<file path="config.mk">
export PLATFORM = sky130hd
export DESIGN_NAME = fifo_rd_ctrl
export DESIGN_NICKNAME = d
export VERILOG_FILES = /design/src/rtl/fifo_pkg.sv /design/src/rtl/ptr_sync.sv /design/src/rtl/fifo_rd_ctrl.sv
export SDC_FILE = /design/constraint.sdc
export NUM_CORES = 1
export LEC_CHECK = 0
export CAP_MARGIN = 20
export CORE_MARGIN = 1
export CORE_UTILIZATION = 40
export CTS_BUF_LIST = sky130_fd_sc_hd__clkbuf_2 sky130_fd_sc_hd__clkbuf_4 sky130_fd_sc_hd__clkbuf_8
export CTS_CLUSTER_SIZE = 24
export DETAILED_ROUTE_END_ITERATION = 7
export PLACE_DENSITY = 0.71
export RECOVER_POWER = 50
export SETUP_SLACK_MARGIN = 0.5
export SLEW_MARGIN = 20
export SYNTH_ARGS = -nofsm -noshare
export SYNTH_HDL_FRONTEND = slang
export SYNTH_SLANG_ARGS = --single-unit
</file>
<file path="constraint.sdc">
create_clock -name rclk -period 2.6 [get_ports rclk]
set_input_delay 0.26 -clock rclk [delete_from_list [all_inputs] [get_ports rclk]]
set_output_delay 0.26 -clock rclk [all_outputs]
set_load 0.1 [all_outputs]
</file>
<file path="src/rtl/fifo_pkg.sv">
// Shared helpers for the async FIFO: pointer typedef, depth, Gray coding.
// Used by fifo_rd_ctrl (optional FIFO_RD_LEVEL_EN level output).
package fifo_pkg;

  localparam int PTR_LEN_DEF = 8;
  localparam int DEPTH = 2 ** PTR_LEN_DEF;
  localparam int FN_W = 32;

  typedef logic [PTR_LEN_DEF:0] ptr_t;

  // Zero-extended inputs keep these valid for any width up to FN_W
  function automatic logic [FN_W-1:0] bin2gray(
    input logic [FN_W-1:0] b
  );
    return b ^ (b >> 1);
  endfunction

  function automatic logic [FN_W-1:0] gray2bin(
    input logic [FN_W-1:0] g
  );
    logic [FN_W-1:0] b;
    b[FN_W-1] = g[FN_W-1];
    for (int i = FN_W - 2; i >= 0; i--) begin
      b[i] = b[i+1] ^ g[i];
    end
    return b;
  endfunction

endpackage

</file>
<file path="src/rtl/ptr_sync.sv">
// Multi-flop synchronizer for a Gray-coded pointer crossing clock domains.
// Async active-high reset clears every stage.
module ptr_sync #(
  parameter int W      = 9,
  parameter int STAGES = 2
) (
  input  logic         clk_i,
  input  logic         rst_i,
  input  logic [W-1:0] d_i,
  output logic [W-1:0] q_o
);

  logic [STAGES-1:0][W-1:0] sync_q;

  // Shift the pointer through the synchronizer chain
  always_ff @(posedge clk_i or posedge rst_i) begin
    if (rst_i) begin
      sync_q <= '0;
    end else begin
      sync_q <= {sync_q[STAGES-2:0], d_i};
    end
  end

  assign q_o = sync_q[STAGES-1];

endmodule

</file>
<file path="src/rtl/fifo_rd_ctrl.sv">
// Async FIFO read-domain controller with first-word-fall-through stream.
// Define FIFO_RD_LEVEL_EN to add the registered rd_level output.
module fifo_rd_ctrl
  import fifo_pkg::*;
#(
  parameter int PTR_LEN     = 8,
  parameter int DATA_W      = 8,
  parameter int SYNC_STAGES = 2
) (
  input  logic              rclk,
  input  logic              rd_srst,
  input  logic [PTR_LEN:0]  wptr_gray,
  output logic [PTR_LEN:0]  rptr_gray,
  output logic              ram_ren,
  output logic [PTR_LEN-1:0] ram_raddr,
  input  logic [DATA_W-1:0] ram_rdata,
  output logic [DATA_W-1:0] m_data,
  output logic              m_valid,
  input  logic              m_ready,
  output logic              empty
`ifdef FIFO_RD_LEVEL_EN
  ,
  output logic [PTR_LEN:0]  rd_level
`endif
);

  localparam int PW = PTR_LEN + 1;

  logic [PW-1:0]     wptr_sync;
  logic [PW-1:0]     read_ptr_q, read_ptr_d;
  logic [PW-1:0]     rptr_gray_q;
  logic              h0v_q, h0v_d, h1v_q, h1v_d;
  logic [DATA_W-1:0] h0_q, h0_d, h1_q, h1_d;
  logic              rv_q, mv_q, mv_d;
  logic [1:0]        occ;
  logic              pop, ren, empty_w;

  ptr_sync #(
    .W      (PW),
    .STAGES (SYNC_STAGES)
  ) u_wsync (
    .clk_i (rclk),
    .rst_i (rd_srst),
    .d_i   (wptr_gray),
    .q_o   (wptr_sync)
  );

  // Empty when our Gray pointer matches the synced write pointer
  always_comb begin
    empty_w = (PW'(bin2gray(32'(read_ptr_q))) == wptr_sync);
  end

  // Issue a RAM read whenever a word exists and the buffer has room.
  // The word on ram_rdata (rv) counts as the in-flight entry.
  always_comb begin
    occ        = {1'b0, h0v_q} + {1'b0, h1v_q} + {1'b0, rv_q};
    pop        = mv_q & m_ready;
    ren        = !empty_w && ((occ - {1'b0, pop}) < 2'd2);
    read_ptr_d = ren ? read_ptr_q + PW'(1) : read_ptr_q;
  end

  // Holding registers: drop the head on pop, then capture any returned
  // word so ram_rdata is free to change on the next read.
  always_comb begin
    h0v_d = h0v_q;
    h1v_d = h1v_q;
    h0_d  = h0_q;
    h1_d  = h1_q;
    if (pop && h0v_q) begin
      h0v_d = h1v_q;
      h0_d  = h1_q;
      h1v_d = 1'b0;
    end
    if (rv_q && !(pop && !h0v_q)) begin
      if (!h0v_d) begin
        h0v_d = 1'b1;
        h0_d  = ram_rdata;
      end else begin
        h1v_d = 1'b1;
        h1_d  = ram_rdata;
      end
    end
    mv_d = h0v_d | ren;
  end

  // Pointer and buffer state
  always_ff @(posedge rclk or posedge rd_srst) begin
    if (rd_srst) begin
      read_ptr_q  <= '0;
      rptr_gray_q <= '0;
      h0v_q       <= 1'b0;
      h1v_q       <= 1'b0;
      h0_q        <= '0;
      h1_q        <= '0;
      rv_q        <= 1'b0;
      mv_q        <= 1'b0;
    end else begin
      read_ptr_q <= read_ptr_d;
      if (ren) begin
        rptr_gray_q <= PW'(bin2gray(32'(read_ptr_d)));
      end
      h0v_q <= h0v_d;
      h1v_q <= h1v_d;
      h0_q  <= h0_d;
      h1_q  <= h1_d;
      rv_q  <= ren;
      mv_q  <= mv_d;
    end
  end

`ifdef FIFO_RD_LEVEL_EN
  logic [PW-1:0] lvl_q;

  // Unread RAM words, excluding anything already in the buffer
  always_ff @(posedge rclk or posedge rd_srst) begin
    if (rd_srst) begin
      lvl_q <= '0;
    end else begin
      lvl_q <= PW'(gray2bin(32'(wptr_sync))) - read_ptr_q;
    end
  end

  assign rd_level = lvl_q;
`endif

  assign empty     = empty_w;
  assign ram_ren   = ren;
  assign ram_raddr = read_ptr_q[PTR_LEN-1:0];
  assign rptr_gray = rptr_gray_q;
  assign m_valid   = mv_q;
  assign m_data    = (h0v_q || !rv_q) ? h0_q : ram_rdata;

endmodule

</file>
==> results.cfg, run 1 <==
[floorplan]
core_area_sq_um = 6350
fp-row-count = 29
die-area_sq_um = 6936
die_w_microns = 83.28
ios = 48
floorplan.initialDensity_pct = 41.62
dieHeight_microns = 83.28

[clock_network]
cts_max_level = 2
clk_latency_ns = 0.32
clock-sinks = 56
cts_hold_buf = 0
clockBufferDepth = 2
cts_tree = yes
path_clk_slew_ns = 0.11
root_buffer = clkbuf_8
cts_buffers = 5

[layout]
areaGrowthSynthToFinish_pct = 37.93
nets = 291
regArea_sq_um = 1413
fin_util_pct = 57.40
fill_cells = 526
final_layout_size_suffix_gt1_share_pct = 44.87
final_cells = 340
antenna_cells = 0
multi_input_area_sq_um = 1306

[yosys]
async_reset_ff_share_pct = 100.0
syn-mean-instance-area_sq_um = 13.41
syn_inst = 197
netlist_area_sq_um = 2643
synth_seq_cells = 56
post_synth_num_cell_types = 28
yosysTopAreaCell = dfrtp_1
synth-edff-count = 0
netlist.area_leader.share_pct = 53.03
yosysMostFrequentCell = dfrtp_1
synthesis.nets = 226
synthTopCellsByArea = dfrtp_1 (53%), xor2_1 (8.6%), mux2_2 (8.1%)
synth_flop_cell = dfrtp_1
yosys-top-cells-count = dfrtp_1 (56), xor2_1 (26), mux2_2 (19)
ys_warn_count = 0
ys_seq_area_share_pct = 53.03

[global_route]
grt_usage_pct = 15.48
grt_first_pass_wirelength_mm = 8.480
antenna_found_initial = 0
grt_pass1_vias = 1772
grt_max_degree = 57
overflow = 0

[routing]
drc = 0
ant_nets = 0
dr.pass1.iters = 4
wl_per_cell_microns = 14.98
routed_wl_mm = 5.094
dr.first_iter.drc_count = 61
vias = 1683
routed_via_density = 4.950

[place]
dpl.hpwl_mm = 3.275
dp_cells = 316
globalplace.congestion = 0.7155
placement.io_buffers = 47

[setup_path]
cp.required_ns = 2.34
cp_common_cell = buf_12
crit_chain = ha_1, xor2_2, nor4_4, buf_4, a31oi_4, buf_12, buf_12
start_kind = register
cp-end-kind = output port
worstSetupPathType = register to output port
max_stage_delay_ns = 0.48
cp_num_buf_inv = 3
worst_path_max_delay_cell = dfrtp_2
cp_data_arrival_time_ns = 2.08
ff2ff_setup_slack_ns = 0.31
cpLargestDelayFamily = flip-flops
crit_fanout = 5

[worst_hold_path]
hold_path_class = register to register

[timing]
rsz0062_at_grt = true
finalCritPeriodShare_pct = 89.93
worstMarginPinSlew_ns = 1.365
fmax_mhz = 427.7
slew_headroom_pct = 8.983
timing.hold.ws_ns = 0.3496
fin_crit_ns = 2.338
hold_viol = 0
setup_tns_ns = 0
setup_viol = 0
slew_violations = 0
clock_skew_ns = 0.008385

[status]
run_status = complete, no violations

[job]
maxCapViolations = 0
-- placed cells by master (no fill, tap or decap), types with 9 or more instances in the layout --
cell / n
dfrtp_2: 9
a21oi_1: 9
dfrtp_1: 47
dlygate4sd3_1: 10
buf_12: 12
buf_4: 38
xor2_1: 21
mux2_2: 18
-- metrics by stage --
step / instance area (sq um) / setup WS (ns)
2_1_floorplan: 2670 / 0.02536
4_1_cts: 3593 / 0.2611
6_report: 3645 / 0.2619
3_5_place_dp: 3278 / -0.0009841
3_3_place_gp: 3278 / 0.04668
5_1_grt: 3645 / 0.1858
-- path summary, 6_finish.rpt --
path,cells after the start,startpoint,to
setup reg to reg,9,read_ptr_q[6],rptr_gray[7]
max in group asynchronous,3,rd_srst,read_ptr_q[2]
setup / recovery,7,read_ptr_q[6],ram_ren
hold / removal,0,u_wsync.sync_q[2],u_wsync.q_o[2]
hold reg to reg,0,u_wsync.sync_q[2],u_wsync.q_o[2]
min in group asynchronous,3,rd_srst,h1_q[0]
-- area by class of cell --
class                   instances  area share [%]
multi-input cells             124           35.84
inverters                       5          0.5149
well taps                      77           2.643
repair buffers                 70           19.74
clock buffers                   5           1.888
clock inverters                 3          0.6179
flip-flops and latches         56           38.76
-- state kept, by name, indices dropped and copies added, names as in the netlist --
| signal | flops |
|---|---|
| rv_q | 1 |
| read_ptr_q | 9 |
| h1_q | 8 |
| m_valid | 1 |
| h0_q | 8 |
| u_wsync.q_o | 9 |
| u_wsync.sync_q | 9 |
| h1v_q | 1 |
| h0v_q | 1 |
| rptr_gray | 9 |
-- logic make-up after synthesis --
family                   Yosys count  share of synthesized area [%]
flip-flops                        56                          53.03
AO/OA/AOI/OAI                     21                          5.824
AND/OR/NAND/NOR                   25                          5.777
adder cells (fa/ha/maj)            9                          4.261
multiplexers                      34                          15.10
buffers and inverters             17                          3.835
XOR/XNOR                          35                          12.17
-- routing by layer --
metal	share of wire, %	track usage [%]	up-vias
li1	-	-	799
met2	50	25.78	52
met3	4.0	2.883	11
met1	44	20.25	821
met5	0	0	-
met4	1.9	5.329	0
-- repair_timing --
action / 4_1_cts / 5_1_grt
endpoints found under the setup margin: 18 / 15
gates resized for setup: 22 / 8
cloned: 0 / 0
pin swaps: 9 / 6
endpoints found under the hold margin: 0 / 0
setup buffers: 14 / 2
Power of run 1 is left out: the tool's default activity adds up to more than one toggle a clock period on the data nets, which glitch-free logic cannot reach.
==> run 2, diff against run 1 <==
clock period = 2.5 ns   (was 2.6 ns; I/O delays follow)
==> run 2 against run 1 <==
Compared with the run above:
- critical endpoint unchanged
- via count increased by 2.4%
- wire length increased by 2.1%
- non-clock buffer count up 5
- worst hold slack better by 0.0045 ns
- first-iteration DRC count down 30%
- final area grew 2.1%
- clock skew grew 0.0021 ns
- clock-buffer cell count grew 1
==> results.cfg, run 2 (same netlist as run 1, synthesis figures left out) <==
[layout]
final_common_cell = dfrtp_1
final_layout_size_suffix_gt1_share_pct = 45.52
fill_cells = 501
areaGrowthSynthToFinish_pct = 40.77
antenna_cells = 0
fin_util_pct = 58.58
mostFrequentLayoutCells = dfrtp_1 (47), buf_4 (41), xor2_1 (22)
multi_input_area_sq_um = 1295
regArea_sq_um = 1413
nets = 296

[floorplan]
fp-row-count = 29
floorplan.initialDensity_pct = 41.62
die-area_sq_um = 6936
die_w_microns = 83.28
core_area_sq_um = 6350
ios = 48
dieHeight_microns = 83.28

[timing]
rsz0062_at_grt = true
slew_headroom_pct = 45.28
hold_viol = 0
worstMarginPinSlew_ns = 0.8208
clock_skew_ns = 0.01050
setup_viol = 0
fmax_mhz = 427.6
setup_ws_ns = 0.1614
fin_crit_ns = 2.339
slew_violations = 0
finalCritPeriodShare_pct = 93.55

[setup_path]
start_kind = register
r2r_start = read_ptr_q[4]
setup.worst_path.start = read_ptr_q[4]
cpLargestDelayFamily = buffers and inverters
worst_path_max_delay_cell = dfrtp_2
cp_num_buf_inv = 3
crit_fanout = 3
reg2reg_to = rptr_gray[8]
cp-end-kind = output port
worstSetupPathType = register to output port
cp_common_cell = buf_12
r2r_cells = 9
max_stage_delay_ns = 0.48
crit_chain = ha_4, xor2_2, nor4_4, buf_4, a31oi_4, buf_12, buf_12
cp.required_ns = 2.25
ff2ff_setup_slack_ns = 0.21
cp_data_arrival_time_ns = 2.09

[global_route]
grt_pass1_vias = 1832
grt_max_degree = 35
grt_first_pass_wirelength_mm = 8.694
overflow = 0
grt_usage_pct = 15.83
antenna_found_initial = 0

[worst_hold_path]
hold_path_class = register to register
hold_start = u_wsync.sync_q[7]
hold_end = u_wsync.q_o[7]
min_path_cells = 0

[routing]
ant_nets = 0
dr.first_iter.drc_count = 43
vias = 1723
wl_per_cell_microns = 15.07
routed_wl_mm = 5.200
dr.pass1.iters = 4
drc = 0
routed_via_density = 4.994

[clock_network]
cts_hold_buf = 0
clockBufferDepth = 2
cts_buffers = 5
clk_latency_ns = 0.32
root_buffer = clkbuf_8
path_clk_slew_ns = 0.10
cts_tree = yes
clock-sinks = 56
cts_max_level = 2

[place]
dpl.hpwl_mm = 3.305
globalplace.congestion = 0.7286
post-place-ws_ns = -0.02714
placement.io_buffers = 47

[status]
run_status = complete, no violations

[job]
maxCapViolations = 0
run 2: per-layer routing:
| layer | vias to the layer above | GRT usage [%] | share of wire (%) |
|---|---|---|---|
| li1 | 811 | - | - |
| met1 | 861 | 20.48 | 45 |
| met2 | 42 | 26.01 | 49 |
| met3 | 9 | 3.181 | 4.4 |
| met4 | 0 | 6.426 | 1.4 |
| met5 | - | 0 | 0 |
run 2: layout make-up:
class | instances | share of cell area, %
clock buffer | 6 | 2.052
multi-input combinational | 124 | 34.81
inverter | 5 | 0.5045
tap | 77 | 2.590
clock inverter | 2 | 1.043
sequential | 56 | 37.97
timing repair buffer | 75 | 21.02
run 2: timing repair:
action / in CTS / in global routing
pin swaps: 10 / 4
gates cloned: 1 / 0
gates resized for setup: 20 / 6
setup endpoints to repair: 21 / 30
setup buffers: 14 / 3
run 2: worst max-delay path by stage:
stage,end,slack (ns),cells past startpoint
after floorplan,rptr_gray[0],-0.07,10
after global placement,rptr_gray[5],0.01,11
after detailed placement,rptr_gray[7],-0.03,11
after CTS,ram_ren,0.16,10
after global routing,ram_ren,0.09,7
final,ram_ren,0.16,7
run 2: metrics by stage:
step                cell area, sq um  std cells  TNS (ns)  hold slack (ns)
floorplan                       2670        197   -0.5212           0.2814
global placement                3301        319         0           0.3346
detailed placement              3301        319  -0.04822           0.3356
CTS                             3679        342         0           0.2904
global route                    3720        345         0           0.3683
finish                          3720        345         0           0.3541
Power of run 2 is left out for the same reason.
==> run 3, diff against run 2 <==
CORE_ASPECT_RATIO = 0.7   (was not set)
PLACE_DENSITY = 0.7   (was 0.71)
SYNTH_HIERARCHICAL = 1   (was not set)
==> run 3 against run 2 <==
Compared with the run above:
- worst hold slack worse by 0.0022 ns
- flip-flop and latch count stayed put
- final area is 0.30% lower
- sequential share of layout area is 0.082 points higher
- setup slack worse by 0.087 ns
- highest routed layer unchanged
==> results.cfg, run 3 <==
[layout]
fill_cells = 545
mostFrequentLayoutCells = dfrtp_1 (50), buf_4 (43), xor2_1 (27)
fin_util_pct = 58.25
final_cells = 362
antenna_cells = 0
final_common_cell = dfrtp_1
nets = 299
final_layout_size_suffix_gt1_share_pct = 45.02
areaGrowthSynthToFinish_pct = 37.48
multi_input_area_sq_um = 1274
regArea_sq_um = 1411
stdcell_area_sq_um = 3709

[routing]
ant_nets = 0
routed_wl_mm = 4.907
dr.first_iter.drc_count = 67
wl_per_cell_microns = 13.56
drc = 0
routed_via_density = 4.685
vias = 1696
dr.pass1.iters = 4

[timing]
fmax_mhz = 412.2
fin_crit_ns = 2.426
slew_violations = 0
finalCritPeriodShare_pct = 97.04
worstMarginPinSlew_ns = 0.9434
hold_viol = 0
setup_viol = 0
clock_skew_ns = 0.008458
setup_ws_ns = 0.07389
slew_headroom_pct = 37.11
rsz0062_at_grt = true

[yosys]
synth-edff-count = 0
synthesis.nets = 235
netlist.area_leader.share_pct = 51.95
yosys-top-cells-count = dfrtp_1 (56), xor2_1 (28), mux2_2 (19)
ys_seq_area_share_pct = 51.95
netlist_area_sq_um = 2698
synthTopCellsByArea = dfrtp_1 (52%), xor2_1 (9.1%), mux2_2 (7.9%)
yosysTopAreaCell = dfrtp_1
synth_flop_cell = dfrtp_1
yosysMostFrequentCell = dfrtp_1
ys_warn_count = 6
synth_seq_cells = 56
syn-mean-instance-area_sq_um = 13.10
post_synth_num_cell_types = 27
async_reset_ff_share_pct = 100.0
syn_inst = 206

[setup_path]
cp_data_arrival_time_ns = 2.18
worstSetupPathType = register to output port
cp.required_ns = 2.25
r2r_cells = 12
max_stage_delay_ns = 0.49
crit_chain = nand2_2, inv_2, ha_4, inv_2, ha_4, a21oi_4, xnor2_2, a31oi_4, buf_12, buf_12
setup.worst_path.start = m_valid
r2r_start = m_valid
start_kind = register
ff2ff_setup_slack_ns = 0.13
worst_path_max_delay_cell = dfrtp_4
crit_fanout = 2
reg2reg_to = rptr_gray[6]
cp-end-kind = output port

[worst_hold_path]
hold_path_class = register to register
hold_end = u_wsync/q_o[0]
hold_start = u_wsync/sync_q[0]
min_path_cells = 0

[place]
placement.io_buffers = 47
dp_cells = 335
place_area_sq_um = 3331
globalplace.congestion = 0.8043
post-place-ws_ns = -0.09401
dpl.hpwl_mm = 3.391

[floorplan]
dieHeight_microns = 70.71
fp-row-count = 24
die_w_microns = 100.2
core_area_sq_um = 6366
floorplan.initialDensity_pct = 42.37
die-area_sq_um = 7082
ios = 48

[global_route]
antenna_found_initial = 0
grt_usage_pct = 14.09
grt_max_degree = 39
overflow = 0
grt_first_pass_wirelength_mm = 7.721
grt_pass1_vias = 1562

[job]
maxCapViolations = 0

[clock_network]
root_buffer = clkbuf_8
cts_hold_buf = 0
clk_latency_ns = 0.31
path_clk_slew_ns = 0.10
cts_buffers = 5
clock-sinks = 56
cts_max_level = 2
cts_tree = yes
clockBufferDepth = 2

[status]
run_status = complete, no violations
[run 3: what timing repair did]
action	in CTS	in global routing
pin swaps	6	10
setup buffers	4	15
setup endpoints to repair	21	25
gates cloned	0	0
gates resized for setup	11	14
endpoints found under the hold margin	0	0
[run 3: kinds of logic (layout without fill, tap and decap cells)]
family | after synthesis | count (layout) | share of synthesized area, %
and+or+nand+nor | 25 | 25 | 5.659
adders and majority gates | 9 | 9 | 4.174
buffers and inverters | 27 | 92 | 6.401
xor gates and xnor gates | 34 | 34 | 11.32
AOI/OAI and AO/OA | 21 | 21 | 5.705
DFF | 56 | 56 | 51.95
muxes | 34 | 34 | 14.80
[run 3: final cells by class]
type	count	share of cell area (%)
clock buffers	5	1.856
clock inverters	3	0.7085
inverters	6	0.6073
multi-input cells	123	34.35
flip-flops and latches	56	38.06
well taps	91	3.070
repair buffers	78	21.36
[run 3: worst max path at each step]
stage	endpoint	slack (ns)
floorplan	rptr_gray[0]	-0.05
global placement	rptr_gray[7]	-0.05
detailed placement	rptr_gray[6]	-0.09
CTS	ram_ren	0.06
global route	ram_ren	0.006
finish	ram_ren	0.07
[run 3: worst max-delay path, delay by kind of cell, from the launching register on]
kind / cells / cell delay [ns]
AO/OA/AOI/OAI: 2 / 0.25
buffers and inverters: 4 / 0.37
XOR/XNOR: 1 / 0.17
AND/OR/NAND/NOR: 1 / 0.07
adder cells (fa/ha/maj): 2 / 0.51
flip-flops: 1 / 0.49
[run 3: stage by stage]
step,TNS (ns),hold slack (ns)
after floorplan,-0.3723,0.1886
after global placement,-0.2845,0.3344
after detailed placement,-0.6880,0.3355
after CTS,0,0.3598
after global routing,0,0.3569
final,0,0.3519
[run 3: routing by layer]
metal  track usage [%]  wire length (microns)  vias up
li1                  -                      -      823
met1             21.23                   2410      836
met2             19.94                   2284       33
met3             3.755                    170        4
met4             3.865                     42        0
met5                 0                      0        -
Power of run 3 is left out for the same reason.
